$ cat src/rtl/mod_signal_monitor.sv
// mod_signal_monitor: averaged CLK period, CLK high time and CLK->CLKL phase of the modulated imager clocks.
// Define MON_GLITCH_FILTER_EN to reject input pulses shorter than two USER_CLOCK cycles.
module mod_signal_monitor #(
    parameter int CNT_W       = 16,
    parameter int AVG_LOG2    = 2,
    parameter int TIMEOUT_CYC = 65535
) (
    input  logic             USER_CLOCK,
    input  logic             RESET_N,
    input  logic             START,
    input  logic             MBI_CLK_MOD,
    input  logic             MBI_CLKN_MOD,
    input  logic             MBI_CLKL_MOD,
    output logic             BUSY,
    output logic             VALID,
    output logic [CNT_W-1:0] PERIOD_CNT,
    output logic [CNT_W-1:0] HIGH_CNT,
    output logic [CNT_W-1:0] PHASE_CNT,
    output logic             OVERLAP_ERR,
    output logic             CLKL_MISS_ERR,
    output logic             TIMEOUT_ERR
);
    localparam int AW = CNT_W + AVG_LOG2;
    localparam logic [CNT_W-1:0] TMO_LAST = CNT_W'(TIMEOUT_CYC - 1);
    localparam logic [CNT_W-1:0] ONE = CNT_W'(1);
    localparam logic [2:0] S_IDLE = 3'd0, S_ARM = 3'd1, S_MEAS = 3'd2, S_DONE = 3'd3, S_ERR = 3'd4;

    // bit 0 = CLK, bit 1 = CLKN, bit 2 = CLKL
    logic [2:0] s1_q, s2_q, lvl;
    logic       r_clk, r_clkl;

    always_ff @(posedge USER_CLOCK or negedge RESET_N) begin
        if (!RESET_N) begin
            s1_q <= '0;
            s2_q <= '0;
        end else begin
            s1_q <= {MBI_CLKL_MOD, MBI_CLKN_MOD, MBI_CLK_MOD};
            s2_q <= s1_q;
        end
    end

`ifdef MON_GLITCH_FILTER_EN
    logic [2:0] s3_q, f_q;
    // filtered level only follows the input once two consecutive samples agree
    assign lvl    = (s2_q & s3_q) | (f_q & (s2_q | s3_q));
    assign r_clk  = lvl[0] & ~f_q[0];
    assign r_clkl = lvl[2] & ~f_q[2];
    always_ff @(posedge USER_CLOCK or negedge RESET_N) begin
        if (!RESET_N) begin
            s3_q <= '0;
            f_q  <= '0;
        end else begin
            s3_q <= s2_q;
            f_q  <= lvl;
        end
    end
`else
    logic [1:0] s3_q;
    assign lvl    = s2_q;
    assign r_clk  = lvl[0] & ~s3_q[0];
    assign r_clkl = lvl[2] & ~s3_q[1];
    always_ff @(posedge USER_CLOCK or negedge RESET_N) begin
        if (!RESET_N) s3_q <= '0;
        else          s3_q <= {s2_q[2], s2_q[0]};
    end
`endif

    logic [2:0]          state_q, state_d;
    logic                busy_q, busy_d, valid_q, valid_d, hit_q, hit_d;
    logic                ovl_q, ovl_d, miss_q, miss_d, terr_q, terr_d;
    logic [CNT_W-1:0]    per_q, per_d, high_q, high_d, ph_q, ph_d, tmo_q, tmo_d;
    logic [CNT_W-1:0]    per_o_q, per_o_d, high_o_q, high_o_d, ph_o_q, ph_o_d;
    logic [AVG_LOG2-1:0] idx_q, idx_d;
    logic [AW-1:0]       acc_p_q, acc_p_d, acc_h_q, acc_h_d, acc_ph_q, acc_ph_d;

    always_comb begin
        state_d  = state_q;
        busy_d   = busy_q;
        valid_d  = valid_q;
        hit_d    = hit_q;
        ovl_d    = ovl_q;
        miss_d   = miss_q;
        terr_d   = terr_q;
        per_d    = per_q;
        high_d   = high_q;
        ph_d     = ph_q;
        tmo_d    = tmo_q;
        idx_d    = idx_q;
        acc_p_d  = acc_p_q;
        acc_h_d  = acc_h_q;
        acc_ph_d = acc_ph_q;
        per_o_d  = per_o_q;
        high_o_d = high_o_q;
        ph_o_d   = ph_o_q;
        case (state_q)
            S_IDLE: if (START) begin
                state_d  = S_ARM;
                busy_d   = 1'b1;
                valid_d  = 1'b0;
                hit_d    = 1'b0;
                ovl_d    = 1'b0;
                miss_d   = 1'b0;
                terr_d   = 1'b0;
                per_d    = '0;
                high_d   = '0;
                ph_d     = '0;
                tmo_d    = '0;
                idx_d    = '0;
                acc_p_d  = '0;
                acc_h_d  = '0;
                acc_ph_d = '0;
            end
            S_ARM, S_MEAS: begin
                tmo_d = tmo_q + ONE;
                if (state_q == S_MEAS) begin
                    per_d  = (per_q == '1) ? per_q : per_q + ONE;
                    high_d = high_q + CNT_W'(lvl[0]);
                    ph_d   = hit_q ? ph_q : ph_q + ONE;
                    hit_d  = hit_q | r_clkl;
                    ovl_d  = ovl_q | (lvl[0] & lvl[1]);
                end
                if (r_clk) begin
                    // a rise closes the previous period and opens a new one in this same cycle
                    if (state_q == S_MEAS) begin
                        acc_p_d  = acc_p_q + AW'(per_q);
                        acc_h_d  = acc_h_q + AW'(high_q);
                        acc_ph_d = acc_ph_q + (hit_q ? AW'(ph_q) : '0);
                        miss_d   = miss_q | ~hit_q;
                        idx_d    = idx_q + AVG_LOG2'(1);
                    end
                    state_d = (state_q == S_MEAS && idx_q == '1) ? S_DONE : S_MEAS;
                    tmo_d   = '0;
                    per_d   = ONE;
                    high_d  = ONE;
                    ph_d    = '0;
                    hit_d   = r_clkl;
                end else if (tmo_q == TMO_LAST) begin
                    state_d = S_ERR;
                end
            end
            S_DONE: begin
                state_d  = S_IDLE;
                busy_d   = 1'b0;
                valid_d  = 1'b1;
                per_o_d  = acc_p_q[AW-1:AVG_LOG2];
                high_o_d = acc_h_q[AW-1:AVG_LOG2];
                ph_o_d   = acc_ph_q[AW-1:AVG_LOG2];
            end
            S_ERR: begin
                state_d = S_IDLE;
                busy_d  = 1'b0;
                terr_d  = 1'b1;
            end
            default: state_d = S_IDLE;
        endcase
    end

    always_ff @(posedge USER_CLOCK or negedge RESET_N) begin
        if (!RESET_N) begin
            state_q  <= S_IDLE;
            busy_q   <= 1'b0;
            valid_q  <= 1'b0;
            hit_q    <= 1'b0;
            ovl_q    <= 1'b0;
            miss_q   <= 1'b0;
            terr_q   <= 1'b0;
            per_q    <= '0;
            high_q   <= '0;
            ph_q     <= '0;
            tmo_q    <= '0;
            idx_q    <= '0;
            acc_p_q  <= '0;
            acc_h_q  <= '0;
            acc_ph_q <= '0;
            per_o_q  <= '0;
            high_o_q <= '0;
            ph_o_q   <= '0;
        end else begin
            state_q  <= state_d;
            busy_q   <= busy_d;
            valid_q  <= valid_d;
            hit_q    <= hit_d;
            ovl_q    <= ovl_d;
            miss_q   <= miss_d;
            terr_q   <= terr_d;
            per_q    <= per_d;
            high_q   <= high_d;
            ph_q     <= ph_d;
            tmo_q    <= tmo_d;
            idx_q    <= idx_d;
            acc_p_q  <= acc_p_d;
            acc_h_q  <= acc_h_d;
            acc_ph_q <= acc_ph_d;
            per_o_q  <= per_o_d;
            high_o_q <= high_o_d;
            ph_o_q   <= ph_o_d;
        end
    end

    assign BUSY          = busy_q;
    assign VALID         = valid_q;
    assign PERIOD_CNT    = per_o_q;
    assign HIGH_CNT      = high_o_q;
    assign PHASE_CNT     = ph_o_q;
    assign OVERLAP_ERR   = ovl_q;
    assign CLKL_MISS_ERR = miss_q;
    assign TIMEOUT_ERR   = terr_q;
endmodule
$ cat config.mk
export PLATFORM = sky130hd
export DESIGN_NAME = mod_signal_monitor
export DESIGN_NICKNAME = d
export VERILOG_FILES = /design/src/rtl/mod_signal_monitor.sv
export SDC_FILE = /design/constraint.sdc
export NUM_CORES = 1
export LEC_CHECK = 0
export CAP_MARGIN = 5
export CELL_PAD_IN_SITES_DETAIL_PLACEMENT = 0
export CELL_PAD_IN_SITES_GLOBAL_PLACEMENT = 1
export CORE_UTILIZATION = 43
export CTS_CLUSTER_DIAMETER = 120
export DETAILED_ROUTE_END_ITERATION = 8
export GPL_ROUTABILITY_DRIVEN = 1
export PLACE_DENSITY = 0.88
export SKIP_CTS_REPAIR_TIMING = 1
export SLEW_MARGIN = 20
export SYNTH_ARGS = -nofsm -noshare
export SYNTH_HDL_FRONTEND = slang
export SYNTH_SLANG_ARGS = --single-unit
$ cat constraint.sdc
create_clock -name USER_CLOCK -period 2.8 [get_ports USER_CLOCK]
set_input_delay 0.42 -clock USER_CLOCK [delete_from_list [all_inputs] [get_ports USER_CLOCK]]
set_output_delay 0.42 -clock USER_CLOCK [all_outputs]
set_load 0.01 [all_outputs]
==> results of run 1 <==
-- logic make-up after synthesis --
family,share of synthesized area (%)
compound gates,16.30
xor+xnor,5.311
fa+ha+maj,7.335
buf+inv,2.392
flops,45.38
mux,5.691
simple gates,17.59
-- sequential cells by signal, summed over array words and instances, names as in the netlist --
name / flops
idx_q: 2
ph_q: 16
tmo_q: 16
PHASE_CNT: 16
lvl: 3
TIMEOUT_ERR: 1
acc_p_q: 18
acc_ph_q: 18
VALID: 1
OVERLAP_ERR: 1
hit_q: 1
state_q: 3
s1_q: 3
per_q: 16
acc_h_q: 18
PERIOD_CNT: 16
s3_q: 2
high_q: 16
BUSY: 1
HIGH_CNT: 16
CLKL_MISS_ERR: 1
-- cells in the mapped netlist (4+ instances only) --
| cell type | n |
|---|---|
| sky130_fd_sc_hd__a22o_1 | 8 |
| sky130_fd_sc_hd__a211oi_1 | 4 |
| sky130_fd_sc_hd__a32o_1 | 8 |
| sky130_fd_sc_hd__nand3b_1 | 5 |
| sky130_fd_sc_hd__buf_2 | 9 |
| sky130_fd_sc_hd__o21a_1 | 5 |
| sky130_fd_sc_hd__nand2_1 | 108 |
| sky130_fd_sc_hd__a21o_1 | 14 |
| sky130_fd_sc_hd__o21ai_1 | 16 |
| sky130_fd_sc_hd__nand4_1 | 21 |
| sky130_fd_sc_hd__mux2_2 | 48 |
| sky130_fd_sc_hd__inv_1 | 19 |
| sky130_fd_sc_hd__o31ai_1 | 9 |
| sky130_fd_sc_hd__a21oi_1 | 60 |
| sky130_fd_sc_hd__and2_1 | 23 |
| sky130_fd_sc_hd__o211ai_1 | 15 |
| sky130_fd_sc_hd__xor2_1 | 44 |
| sky130_fd_sc_hd__nand3_1 | 37 |
| sky130_fd_sc_hd__o21ai_0 | 76 |
| sky130_fd_sc_hd__o22ai_1 | 5 |
| sky130_fd_sc_hd__or3_1 | 12 |
| sky130_fd_sc_hd__and4_1 | 4 |
| sky130_fd_sc_hd__nor3_1 | 10 |
| sky130_fd_sc_hd__dfrtp_1 | 185 |
| sky130_fd_sc_hd__nor4b_1 | 5 |
| sky130_fd_sc_hd__a31oi_1 | 11 |
| sky130_fd_sc_hd__buf_1 | 5 |
| sky130_fd_sc_hd__and3_1 | 15 |
| sky130_fd_sc_hd__xnor2_1 | 16 |
| sky130_fd_sc_hd__ha_1 | 55 |
| sky130_fd_sc_hd__mux2i_1 | 4 |
| sky130_fd_sc_hd__nor2_1 | 74 |
| sky130_fd_sc_hd__nand2b_1 | 16 |
| sky130_fd_sc_hd__clkbuf_1 | 18 |
-- how the worst max path moves through the flow --
stage                     startpoint      endpoint  slack [ns]  cells past startpoint
after floorplan                hit_q  acc_ph_q[16]         0.1                     12
after global placement         hit_q  acc_ph_q[15]        0.26                     10
after detailed placement     ph_q[0]  acc_ph_q[16]        0.22                     10
after CTS                      hit_q  acc_ph_q[15]        0.17                     10
after global routing           hit_q  acc_ph_q[15]       -0.03                     10
final                          hit_q  acc_ph_q[15]        0.16                     10
-- worst register-to-register path: cells and delay by family, from the launching register on --
kind	cells	cell delay, ns
AO/OA/AOI/OAI	5	1.14
AND/OR/NAND/NOR	2	0.47
adder cells (fa/ha/maj)	1	0.31
buffers and inverters	2	0.25
flip-flops	1	0.37
-- cell type report --
class	instances	area [um2]	area share, %
flip-flops and latches	185	4629	39.02
inverters	19	71.32	0.6011
clock inverters	11	147.6	1.244
well taps	313	391.6	3.301
clock buffers	19	452.9	3.818
repair buffers	84	817.0	6.887
multi-input cells	784	5354	45.13
-- where the power goes --
| part | switching [W] | leakage, nW | internal (W) |
|---|---|---|---|
| sequential | 0.000188 | 2.55 | 0.00285 |
| combinational | 0.00105 | 2.59 | 0.000639 |
| clock | 0.00104 | 0.283 | 0.00144 |
| total | 0.00228 | 5.42 | 0.00494 |
-- metrics by stage --
| stage | util, % | hold WS [ns] | power [W] | setup TNS (ns) |
|---|---|---|---|---|
| after CTS | 51.55 | 0.03326 | 0.007295 | 0 |
| after global placement | 48.93 | 0.3346 | 0.004763 | 0 |
| after detailed placement | 48.93 | 0.3434 | 0.004796 | 0 |
| final | 51.62 | -0.01565 | 0.007220 | 0 |
| after global routing | 51.62 | 0.05167 | 0.007601 | -0.03402 |
| after floorplan | - | 0.1244 | 0.004089 | 0 |
-- metal layers --
| layer | vias up | GRT usage [%] | share of wire (%) |
|---|---|---|---|
| met3 | 24 | 3.722 | 3.4 |
| li1 | 3862 | - | - |
| met5 | - | 0 | 0 |
| met2 | 138 | 32.99 | 47 |
| met1 | 3913 | 27.23 | 49 |
| met4 | 0 | 5.649 | 1.3 |
-- layout by cell type (no fill, tap or decap), types with 4 or more instances in the layout --
master,n
sky130_fd_sc_hd__mux2i_1,4
sky130_fd_sc_hd__nand4_1,21
sky130_fd_sc_hd__xnor2_1,16
sky130_fd_sc_hd__nand2_1,107
sky130_fd_sc_hd__clkdlybuf4s50_1,57
sky130_fd_sc_hd__nand3b_1,5
sky130_fd_sc_hd__ha_1,55
sky130_fd_sc_hd__buf_4,23
sky130_fd_sc_hd__nand3_1,37
sky130_fd_sc_hd__and3_1,15
sky130_fd_sc_hd__o211ai_1,15
sky130_fd_sc_hd__a21oi_1,59
sky130_fd_sc_hd__o21a_1,5
sky130_fd_sc_hd__a32o_1,8
sky130_fd_sc_hd__dfrtp_1,185
sky130_fd_sc_hd__mux2_2,48
sky130_fd_sc_hd__o31ai_1,9
sky130_fd_sc_hd__and4_1,4
sky130_fd_sc_hd__clkinvlp_4,4
sky130_fd_sc_hd__nor3_1,9
sky130_fd_sc_hd__nand2b_1,16
sky130_fd_sc_hd__xor2_1,44
sky130_fd_sc_hd__inv_1,19
sky130_fd_sc_hd__clkbuf_16,17
sky130_fd_sc_hd__a21o_1,14
sky130_fd_sc_hd__o22ai_1,5
sky130_fd_sc_hd__or3_1,12
sky130_fd_sc_hd__o21ai_1,15
sky130_fd_sc_hd__nor2_1,74
sky130_fd_sc_hd__o21ai_0,76
sky130_fd_sc_hd__and2_1,23
sky130_fd_sc_hd__nor4b_1,5
sky130_fd_sc_hd__a22o_1,8
sky130_fd_sc_hd__a31oi_1,10
==> impl_metrics.sql, run 1 <==
INSERT INTO impl_metrics (metric_group, metric, value, unit) VALUES
('synth', 'synth_flop_cell', 'sky130_fd_sc_hd__dfrtp_1', ''),
('sta', 'post-route-min-period', '2.645', 'ns'),
('outcome', 'outcome', 'finished, violations left', ''),
('global_route', 'gr-usage-all-layers', '20.16', '%'),
('worst_setup_path', 'crit_family', 'compound AO/OA/AOI/OAI gates', ''),
('power_and_ir_drop', 'max-vdd-ir-drop', '419.0', 'uV'),
('synth', 'netlist_top_cells_area', 'sky130_fd_sc_hd__dfrtp_1 45%, sky130_fd_sc_hd__ha_1 6.7%, sky130_fd_sc_hd__mux2_2 5.3%', ''),
('worst_setup_path', 'worst_r2r_path_depth', '10', ''),
('sta', 'fin_hold_ws', '-0.01565', 'ns'),
('global_route', 'grt_max_degree', '76', ''),
('drt', 'vias', '7937', ''),
('synth', 'synth_enable_flop_cells', '0', ''),
('cts', 'worst_setup_hold_path_clk_slew', '0.07', 'ns'),
('placed_design', 'finalWeightedCongestion', '0.8499', ''),
('cts', 'numCtsBuffers', '17', ''),
('global_route', 'grt_remaining_overflow', '0', ''),
('finish', 'layout.filler_cells', '2079', ''),
('synth', 'share_of_the_yosys_chip_area_belonging_to_registers', '45.38', '%'),
('worst_setup_path', 'worst-path-max-fanout', '18', ''),
('synth', 'synth.net_count', '1088', ''),
('drt', 'detail_route.wl_per_cell', '16.20', 'um'),
('min_path', 'hold_class', 'in2async', ''),
('floorplanning', 'fp.dieArea', '0.02434', 'mm2'),
('synth', 'synthesis.area_per_instance', '9.962', 'um2'),
('synth', 'netlist.area_leader.share', '45.38', '%'),
('placed_design', 'hpwlAfterDp', '15.96', 'mm'),
('cts', 'clock_network_latency_to_the_later_pin_of_the_worst_skew_pair', '0.44', 'ns'),
('cts', 'cts_tree', 'built', ''),
('worst_setup_path', 'timing.critical_path.slowest_cell_delay', '0.37', 'ns'),
('cts', 'clockRootBuffer', 'sky130_fd_sc_hd__clkbuf_16', ''),
('sta', 'fin_crit_share', '94.45', '%'),
('synth', 'synthesis.yosys.warnings', '0', ''),
('sta', 'post-route-worst-setup-slack', '0.1553', 'ns'),
('global_route', 'vias_in_the_first_global_route', '7871', ''),
('drt', 'violation_count_after_the_first_detailed_routing_iteration', '483', ''),
('sta', 'timing.slew.headroom', '55.69', '%'),
('floorplanning', 'chipWidth', '156.0', 'um'),
('worst_setup_path', 'crit_path_top_delay_cell', 'sky130_fd_sc_hd__dfrtp_1', ''),
('power_and_ir_drop', 'power_density', '608.6', 'mW/mm2'),
('finish', 'area_delta_synth_final', '16.30', '%'),
('floorplanning', 'initial_utilization', '44.38', '%'),
('placed_design', 'place.detailed.instances', '1384', ''),
('sta', 'timing_worst_slew_pin_value', '0.6647', 'ns'),
('finish', 'n_antenna_cell', '0', ''),
('drt', 'drt_first_pass_iters', '5', ''),
('worst_setup_path', 'cp_cell_sequence', 'buf_4, nand2_1, inv_1, ha_1, a211oi_2, o21ai_2, o211ai_1, a21oi_1, or3_1, a32o_1', ''),
('sta', 'clock-skew-final', '0.009808', 'ns'),
('synth', 'postSynthRegisterBits', '185', ''),
('cts', 'h-tree-depth', '4', ''),
('worst_setup_path', 'cp-start-kind', 'flip-flop', ''),
('power_and_ir_drop', 'leakagePower', '5.423', 'nW'),
('drt', 'remaining_drc_errors', '0', ''),
('sta', 'hold_violations', '10', ''),
('synth', 'yosys.cell_types.count', '72', ''),
('floorplanning', 'chipHeight', '156.0', 'um'),
('global_route', 'antenna_found_initial', '0', ''),
('synth', 'largest_area_contributor_in_the_netlist', 'sky130_fd_sc_hd__dfrtp_1', ''),
('placed_design', 'numPortBuffers', '58', ''),
('worst_setup_path', 'worst_ep_required_time', '3.13', 'ns'),
('floorplanning', 'design.portCount', '59', ''),
('worst_setup_path', 'reg2reg_from', 'hit_q', ''),
('worst_setup_path', 'category_of_the_most_critical_setup_path', 'reg2reg', ''),
('floorplanning', 'floorplan.rows', '55', ''),
('placed_design', 'placed_area', '0.01125', 'mm2'),
('worst_setup_path', 'timing.reg2reg.setup_slack', '0.16', 'ns'),
('sta', 'number_of_slew_limit_violations_in_the_final_report', '0', ''),
('finish', 'num-nets-final', '1155', ''),
('outcome', 'failed_checks', 'negative hold slack', ''),
('cts', 'clock_sinks', '185', ''),
('floorplanning', 'core_area', '0.02298', 'mm2'),
('job', 'max_cap_viol_count', '0', '');
No activity file was read; power rests on OpenSTA's default activity.
==> run 2: changes to the inputs <==
- CTS_BUF_LIST: unset -> sky130_fd_sc_hd__clkbuf_16
==> run 2 against run 1 <==
Sequential power about the same. Final cell count unchanged. Largest power group unchanged. Worst setup slack improved by 0.012 ns. Clock power decreased by 3%. The run still ends with negative hold slack left. Design area decreased by 0.17%. Clock-buffer cell count decreased by 2. Critical path depth unchanged. Wire length decreased by 0.53%. Maximum frequency increased by 0.45%. Combinational power about the same. Via count about the same.
==> impl_metrics.sql, run 2 (synthesis gave the netlist of run 1 again) <==
INSERT INTO impl_metrics (metric_group, metric, value, unit) VALUES
('finish', 'largest_registers', 'acc_h_q (18), acc_p_q (18), acc_ph_q (18)', ''),
('cts', 'cts_buffer_depth', '2', ''),
('power_and_ir_drop', 'leakagePower', '5.412', 'nW'),
('floorplanning', 'chipHeight', '156.0', 'um'),
('drt', 'post_drt_via_cell_ratio', '5.606', ''),
('placed_design', 'finalWeightedCongestion', '0.8499', ''),
('worst_setup_path', 'worst-path-max-fanout', '5', ''),
('finish', 'area_occupied_by_multi_input_gates', '0.005354', 'mm2'),
('finish', 'area_delta_synth_final', '16.10', '%'),
('placed_design', 'hpwlAfterDp', '15.96', 'mm'),
('floorplanning', 'chipWidth', '156.0', 'um'),
('sta', 'count_of_endpoints_failing_setup_in_the_final_report', '0', ''),
('worst_setup_path', 'timing.reg2reg.setup_slack', '0.17', 'ns'),
('finish', 'mostFrequentLayoutCell', 'sky130_fd_sc_hd__dfrtp_1', ''),
('cts', 'numCtsBuffers', '17', ''),
('global_route', 'grt_max_degree', '76', ''),
('finish', 'num-nets-final', '1155', ''),
('min_path', 'hold_class', 'in2async', ''),
('finish', 'layout.filler_cells', '2082', ''),
('sta', 'clock-skew-final', '0.01088', 'ns'),
('cts', 'clock_network_latency_to_the_later_pin_of_the_worst_skew_pair', '0.44', 'ns'),
('worst_setup_path', 'worst_ep_required_time', '3.11', 'ns'),
('power_and_ir_drop', 'power.share.combinational', '23.6', '%'),
('drt', 'drt_first_pass_iters', '5', ''),
('floorplanning', 'fp.dieArea', '0.02434', 'mm2'),
('sta', 'fin_hold_ws', '-0.01161', 'ns'),
('sta', 'timing_worst_slew_pin_value', '0.6709', 'ns'),
('drt', 'detail_route.wl_per_cell', '16.12', 'um'),
('sta', 'timing.slew.headroom', '55.28', '%'),
('power_and_ir_drop', 'max-vdd-ir-drop', '415.1', 'uV'),
('global_route', 'grt_pass1_wl', '39.01', 'mm'),
('power_and_ir_drop', 'cell_internal_pwr', '0.004881', 'W'),
('cts', 'clock_sinks', '185', ''),
('finish', 'ff_latch_area', '0.004629', 'mm2'),
('power_and_ir_drop', 'clock_power_share', '33.9', '%'),
('worst_setup_path', 'worst_r2r_path_depth', '10', ''),
('job', 'max_cap_viol_count', '0', ''),
('cts', 'worst_setup_hold_path_clk_slew', '0.07', 'ns'),
('floorplanning', 'core_area', '0.02298', 'mm2'),
('worst_setup_path', 'cp-end-kind', 'flip-flop', ''),
('sta', 'post-route-min-period', '2.633', 'ns'),
('global_route', 'antenna_found_initial', '0', ''),
('power_and_ir_drop', 'power_density', '604.1', 'mW/mm2'),
('placed_design', 'numPortBuffers', '58', ''),
('finish', 'n_antenna_cell', '0', ''),
('floorplanning', 'floorplan.rows', '55', ''),
('sta', 'fmax', '0.3798', 'GHz'),
('cts', 'clockRootBuffer', 'sky130_fd_sc_hd__clkbuf_16', ''),
('power_and_ir_drop', 'pwr-share-seq', '42.5', '%'),
('drt', 'violation_count_after_the_first_detailed_routing_iteration', '482', ''),
('sta', 'number_of_slew_limit_violations_in_the_final_report', '0', ''),
('sta', 'fin_crit_share', '94.03', '%'),
('worst_setup_path', 'cp-start-kind', 'flip-flop', ''),
('finish', 'post_route_cells_drive_above_1_share', '11.16', '%'),
('drt', 'remaining_drc_errors', '0', ''),
('floorplanning', 'initial_utilization', '44.38', '%'),
('power_and_ir_drop', 'switching_component_of_the_power', '0.002274', 'W'),
('global_route', 'grt_remaining_overflow', '0', ''),
('global_route', 'vias_in_the_first_global_route', '7823', ''),
('outcome', 'failed_checks', 'negative hold slack', ''),
('worst_setup_path', 'reg2reg_to', 'acc_ph_q[16]', ''),
('sta', 'hold_violations', '9', ''),
('drt', 'routed_wirelength', '22.80', 'mm'),
('cts', 'cts_tree', 'built', ''),
('finish', 'count_of_placed_standard_cells_in_the_final_layout_fillers_left_out', '1415', ''),
('worst_setup_path', 'worst_ep_arrival_time', '2.95', 'ns'),
('worst_setup_path', 'reg2reg_from', 'ph_q[0]', ''),
('power_and_ir_drop', 'power_switching_share', '31.78', '%'),
('placed_design', 'place.detailed.instances', '1384', ''),
('floorplanning', 'design.portCount', '59', ''),
('drt', 'postRouteAntennaNets', '0', ''),
('finish', 'mostFrequentLayoutCells', '185 x sky130_fd_sc_hd__dfrtp_1, 107 x sky130_fd_sc_hd__nand2_1, 76 x sky130_fd_sc_hd__o21ai_0', ''),
('drt', 'vias', '7932', ''),
('worst_setup_path', 'category_of_the_most_critical_setup_path', 'reg2reg', ''),
('outcome', 'outcome', 'finished, violations left', ''),
('cts', 'h-tree-depth', '4', ''),
('global_route', 'gr-usage-all-layers', '20.06', '%');
[run 2: cell types whose count changed in the layout (fill, tap and decap cells not counted)]
cell and change:
sky130_fd_sc_hd__clkbuf_8 -2, sky130_fd_sc_hd__clkinv_1 +2
[run 2: final cells by class]
cell class	count	area share [%]
inverters	19	0.6022
flip-flops and latches	185	39.09
clock inverters	13	1.310
clock buffers	17	3.592
repair buffers	84	6.898
multi-input cells	784	45.20
well taps	313	3.307
[run 2: worst max-delay path by stage]
stage	cells past startpoint	endpoint	from
finish	10	acc_ph_q[16]	ph_q[0]
global route	10	acc_ph_q[15]	hit_q
CTS	10	acc_ph_q[15]	hit_q
detailed placement	10	acc_ph_q[16]	ph_q[0]
global placement	10	acc_ph_q[15]	hit_q
floorplan	12	acc_ph_q[16]	hit_q
[run 2: power groups by stage]
stage	combinational, W	clock (W)	sequential [W]
after detailed placement	0.00171	0	0.00309
after global placement	0.00168	0	0.00308
after global routing	0.00187	0.00260	0.00307
after CTS	0.00171	0.00248	0.00304
final	0.00169	0.00242	0.00304
after floorplan	0.00102	0	0.00307
[run 2: routing by layer]
layer  track usage, %  share of wire (%)  vias to the layer above
met2            32.74                 47                      148
met3            3.639                3.5                       25
met5                0                  0                        -
met4            5.602                1.3                        0
li1                 -                  -                     3868
met1            27.23                 48                     3891
[run 2: metrics by stage]
stage	total power (W)	util, %	cell area [um2]	worst slack (ns)	TNS [ns]
3_5_place_dp	0.004796	48.93	11250	0.2228	0
6_report	0.007155	51.53	11840	0.1671	0
2_1_floorplan	0.004089	-	10210	0.09902	0
4_1_cts	0.007236	51.46	11830	0.1675	0
5_1_grt	0.007542	51.53	11840	-0.03054	-0.03054
3_3_place_gp	0.004763	48.93	11250	0.2558	0
[run 2: worst max-delay path: stages (launching register included)]
cell and delay, ns:
sky130_fd_sc_hd__dfrtp_1 0.39, sky130_fd_sc_hd__and2_1 0.14, sky130_fd_sc_hd__ha_1 0.21, sky130_fd_sc_hd__inv_1 0.07, sky130_fd_sc_hd__fa_1 0.37, sky130_fd_sc_hd__nand2b_1 0.20
sky130_fd_sc_hd__a21o_1 0.20, sky130_fd_sc_hd__a31oi_2 0.32, sky130_fd_sc_hd__a31o_2 0.22, sky130_fd_sc_hd__nor3_1 0.05, sky130_fd_sc_hd__or3b_1 0.35
==> edit (flow settings as in run 1) <==
Change the parameter `CNT_W` from 16 to 32.
--- a/src/rtl/mod_signal_monitor.sv
+++ b/src/rtl/mod_signal_monitor.sv
@@ -1,7 +1,7 @@
 // mod_signal_monitor: averaged CLK period, CLK high time and CLK->CLKL phase of the modulated imager clocks.
 // Define MON_GLITCH_FILTER_EN to reject input pulses shorter than two USER_CLOCK cycles.
 module mod_signal_monitor #(
-    parameter int CNT_W       = 16,
+    parameter int CNT_W       = 32,
     parameter int AVG_LOG2    = 2,
     parameter int TIMEOUT_CYC = 65535
 ) (
Interface: changed (resized HIGH_CNT, PERIOD_CNT and PHASE_CNT); port bits go from 59 to 107. The function was not compared with the original's and may differ.
==> edit against run 1 <==
The run ends with setup timing left; cell area up 110%; combinational power up 120%; count of clock-buffer cells in the layout up 34; power up 110%; die area up 91%; final cell count up 110%; critical path depth up 2; routed wire length up 120%; via count up 110%; sequential cell count up 160; setup slack worse by 0.34 ns; area after synthesis up 93%; largest cell class unchanged; largest power group unchanged.
==> edit: results (changes against run 1) <==
| Item | Value | Change |
| --- | --- | --- |
| Vias in the first global route | 16600 | +110% |
| First-pass iteration count of the detailed router | 5 | unchanged |
| Final setup TNS | -1.02 ns | -1.02 ns |
| Path depth of the worst reg2reg path | 12 | +2 |
| Total half-perimeter wirelength after legalization and detailed placement | 36.5 mm | +130% |
| Antenna diodes | 0 | unchanged |
| Worst Setup Slack post-DPL | -0.296 ns | -0.519 ns |
| Outcome | finished with violations |  |
| Skew-Pair Late Insertion Delay | 0.57 ns | +0.13 ns |
| Xor/xnor share of the synthesized area | 6.96% | +1.6 points |
| Leakage power total | 11.7 nW | +120% |
| Maximum buffer depth of the clock tree | 3 | +1 |
| Worst-path fanout max | 13 | -5 |
| Capture endpoint of the worst hold path | s1_q[0] |  |
| 1st-iter DRT viols | 944 | +95% |
| Biggest registers after layout | acc_h_q: 34 flops, acc_p_q: 34 flops, acc_ph_q: 34 flops |  |
| Cell type group with the largest total delay on the critical path | compound AO/OA/AOI/OAI gates |  |
| Worst EP arrival | 3.45 ns | +0.48 ns |
| Hold Path Origin | MBI_CLK_MOD |  |
| Count of yosys warnings during synthesis | 0 | unchanged |
| Sequential-to-total area share from yosys stat | 44.0% | -1.4 points |
| Transition time at the pin with the least slew margin | 0.584 ns | -0.0805 ns |
| Worst min-delay path class | input pin to register |  |
| Critical path's largest stage delay | 0.44 ns | +0.07 ns |
| Syn_nets | 2163 | +99% |
| Hold-critical path depth | 1 |  |
| Complex-gate fraction of the synthesized area | 16.3% | +0.035 points |
| Wire length per cell after detailed routing | 17.2 um | +6.3% |
| Leading post-synthesis cells by instance count | dfrtp_1 (345), nand2_1 (222), nor2_1 (176) |  |
| Startpoint of the lowest-slack register-to-register path | hit_q |  |
| Reg-to-reg critical path endpoint | acc_ph_q[28] |  |
| Failing checks | setup timing |  |
| Synthesized-area fraction occupied by adder cells | 6.87% | -0.47 points |
| Share of final-layout standard cells stronger than drive strength 1 | 21.9% | +11 points |
| Number of buffers created by CTS | 41 | +24 |
| Cell types with the largest area share after synthesis | dfrtp_1 (44%), ha_1 (6.6%), mux2_2 (5.6%) |  |
| Max rail drop VDD | 0.584 mV | +39% |
| Fraction of synthesis flops using an asynchronous set or reset pin | 100% | unchanged |
| Placer's final routability congestion estimate | 0.894 | +5.2% |
| PortBufs | 106 | +83% |
| Placed Area | 23000 sq um | +100% |
| Standard cell with the maximum stage delay on the critical path | dfrtp_2 |  |
| Vias after detailed routing | 16500 | +110% |
| Number of setup violations in the final report | 12 | +12 |
| Maximum number of pins on one net before global-route repair | 67 | -12% |
| Worst path setup slack after routing | -0.184 ns | -0.339 ns |
| Distinct cells, synth | 77 | +6.9% |
| H-tree levels | 2 | -2 |
| Global-route wire length before repair | 83.7 mm | +110% |
| Mux contribution to synthesized area | 6.02% | +0.33 points |
| Clock-pin slew of the registers on the worst-case setup and hold paths | 0.06 ns |  |
| CTS root buf | clkbuf_16 |  |
| Number of nets in the final layout | 2466 | +110% |
| Global router's overall resource usage | 21.9% | +1.8 points |
| Final setup skew | 0.0220 ns | +0.0122 ns |
[edit: final cells by class]
| class | instances | area (sq um) |
|---|---|---|
| timing repair buffer | 334 | 2940 |
| clock inverter | 21 | 225 |
| clock buffer | 53 | 1190 |
| sequential | 345 | 8640 |
| tap | 592 | 741 |
| multi-input combinational | 1583 | 11200 |
| inverter | 49 | 184 |
| fill | 3828 | 19500 |
[edit: stage by stage]
| step | hold WS (ns) | cells |
|---|---|---|
| final | 0.284 | 2977 |
| after floorplan | 0.124 | 2051 |
| after global placement | 0.339 | 2898 |
| after global routing | 0.285 | 2977 |
| after detailed placement | 0.338 | 2898 |
| after CTS | -0.199 | 2972 |
[edit: worst max-delay path by stage]
stage	from	slack (ns)	to
floorplan	hit_q	-0.06	acc_ph_q[32]
global placement	hit_q	-0.19	acc_ph_q[18]
detailed placement	hit_q	-0.30	acc_ph_q[28]
CTS	hit_q	-0.34	acc_ph_q[28]
global route	hit_q	-0.30	acc_ph_q[28]
finish	hit_q	-0.18	acc_ph_q[28]
[edit: logic make-up after synthesis]
kind of cell	count (synthesis)
AND/OR/NAND/NOR	710
buffers and inverters	123
flip-flops	345
AO/OA/AOI/OAI	505
adder cells (fa/ha/maj)	106
XOR/XNOR	156
multiplexers	106
[edit: metal layers]
layer | routed length, um | vias up | GRT usage (%)
li1 | - | 7968 | -
met5 | 0 | - | 0
met3 | 2030 | 87 | 3.50
met4 | 1380 | 0 | 7.57
met2 | 24900 | 309 | 37.2
met1 | 23000 | 8119 | 28.3
[edit: worst reg2reg max path, delay by kind of cell, from the launching register on]
| kind | cells | cell delay [ns] |
|---|---|---|
| and+or+nand+nor | 1 | 0.16 |
| buffers and inverters | 2 | 0.30 |
| AOI/OAI and AO/OA | 8 | 1.63 |
| DFF | 1 | 0.44 |
| adders and majority gates | 1 | 0.34 |
[edit: power by group]
group | internal (W) | switching [W]
registers | 0.00533 | 0.000276
clock network | 0.00338 | 0.00221
logic | 0.00146 | 0.00221
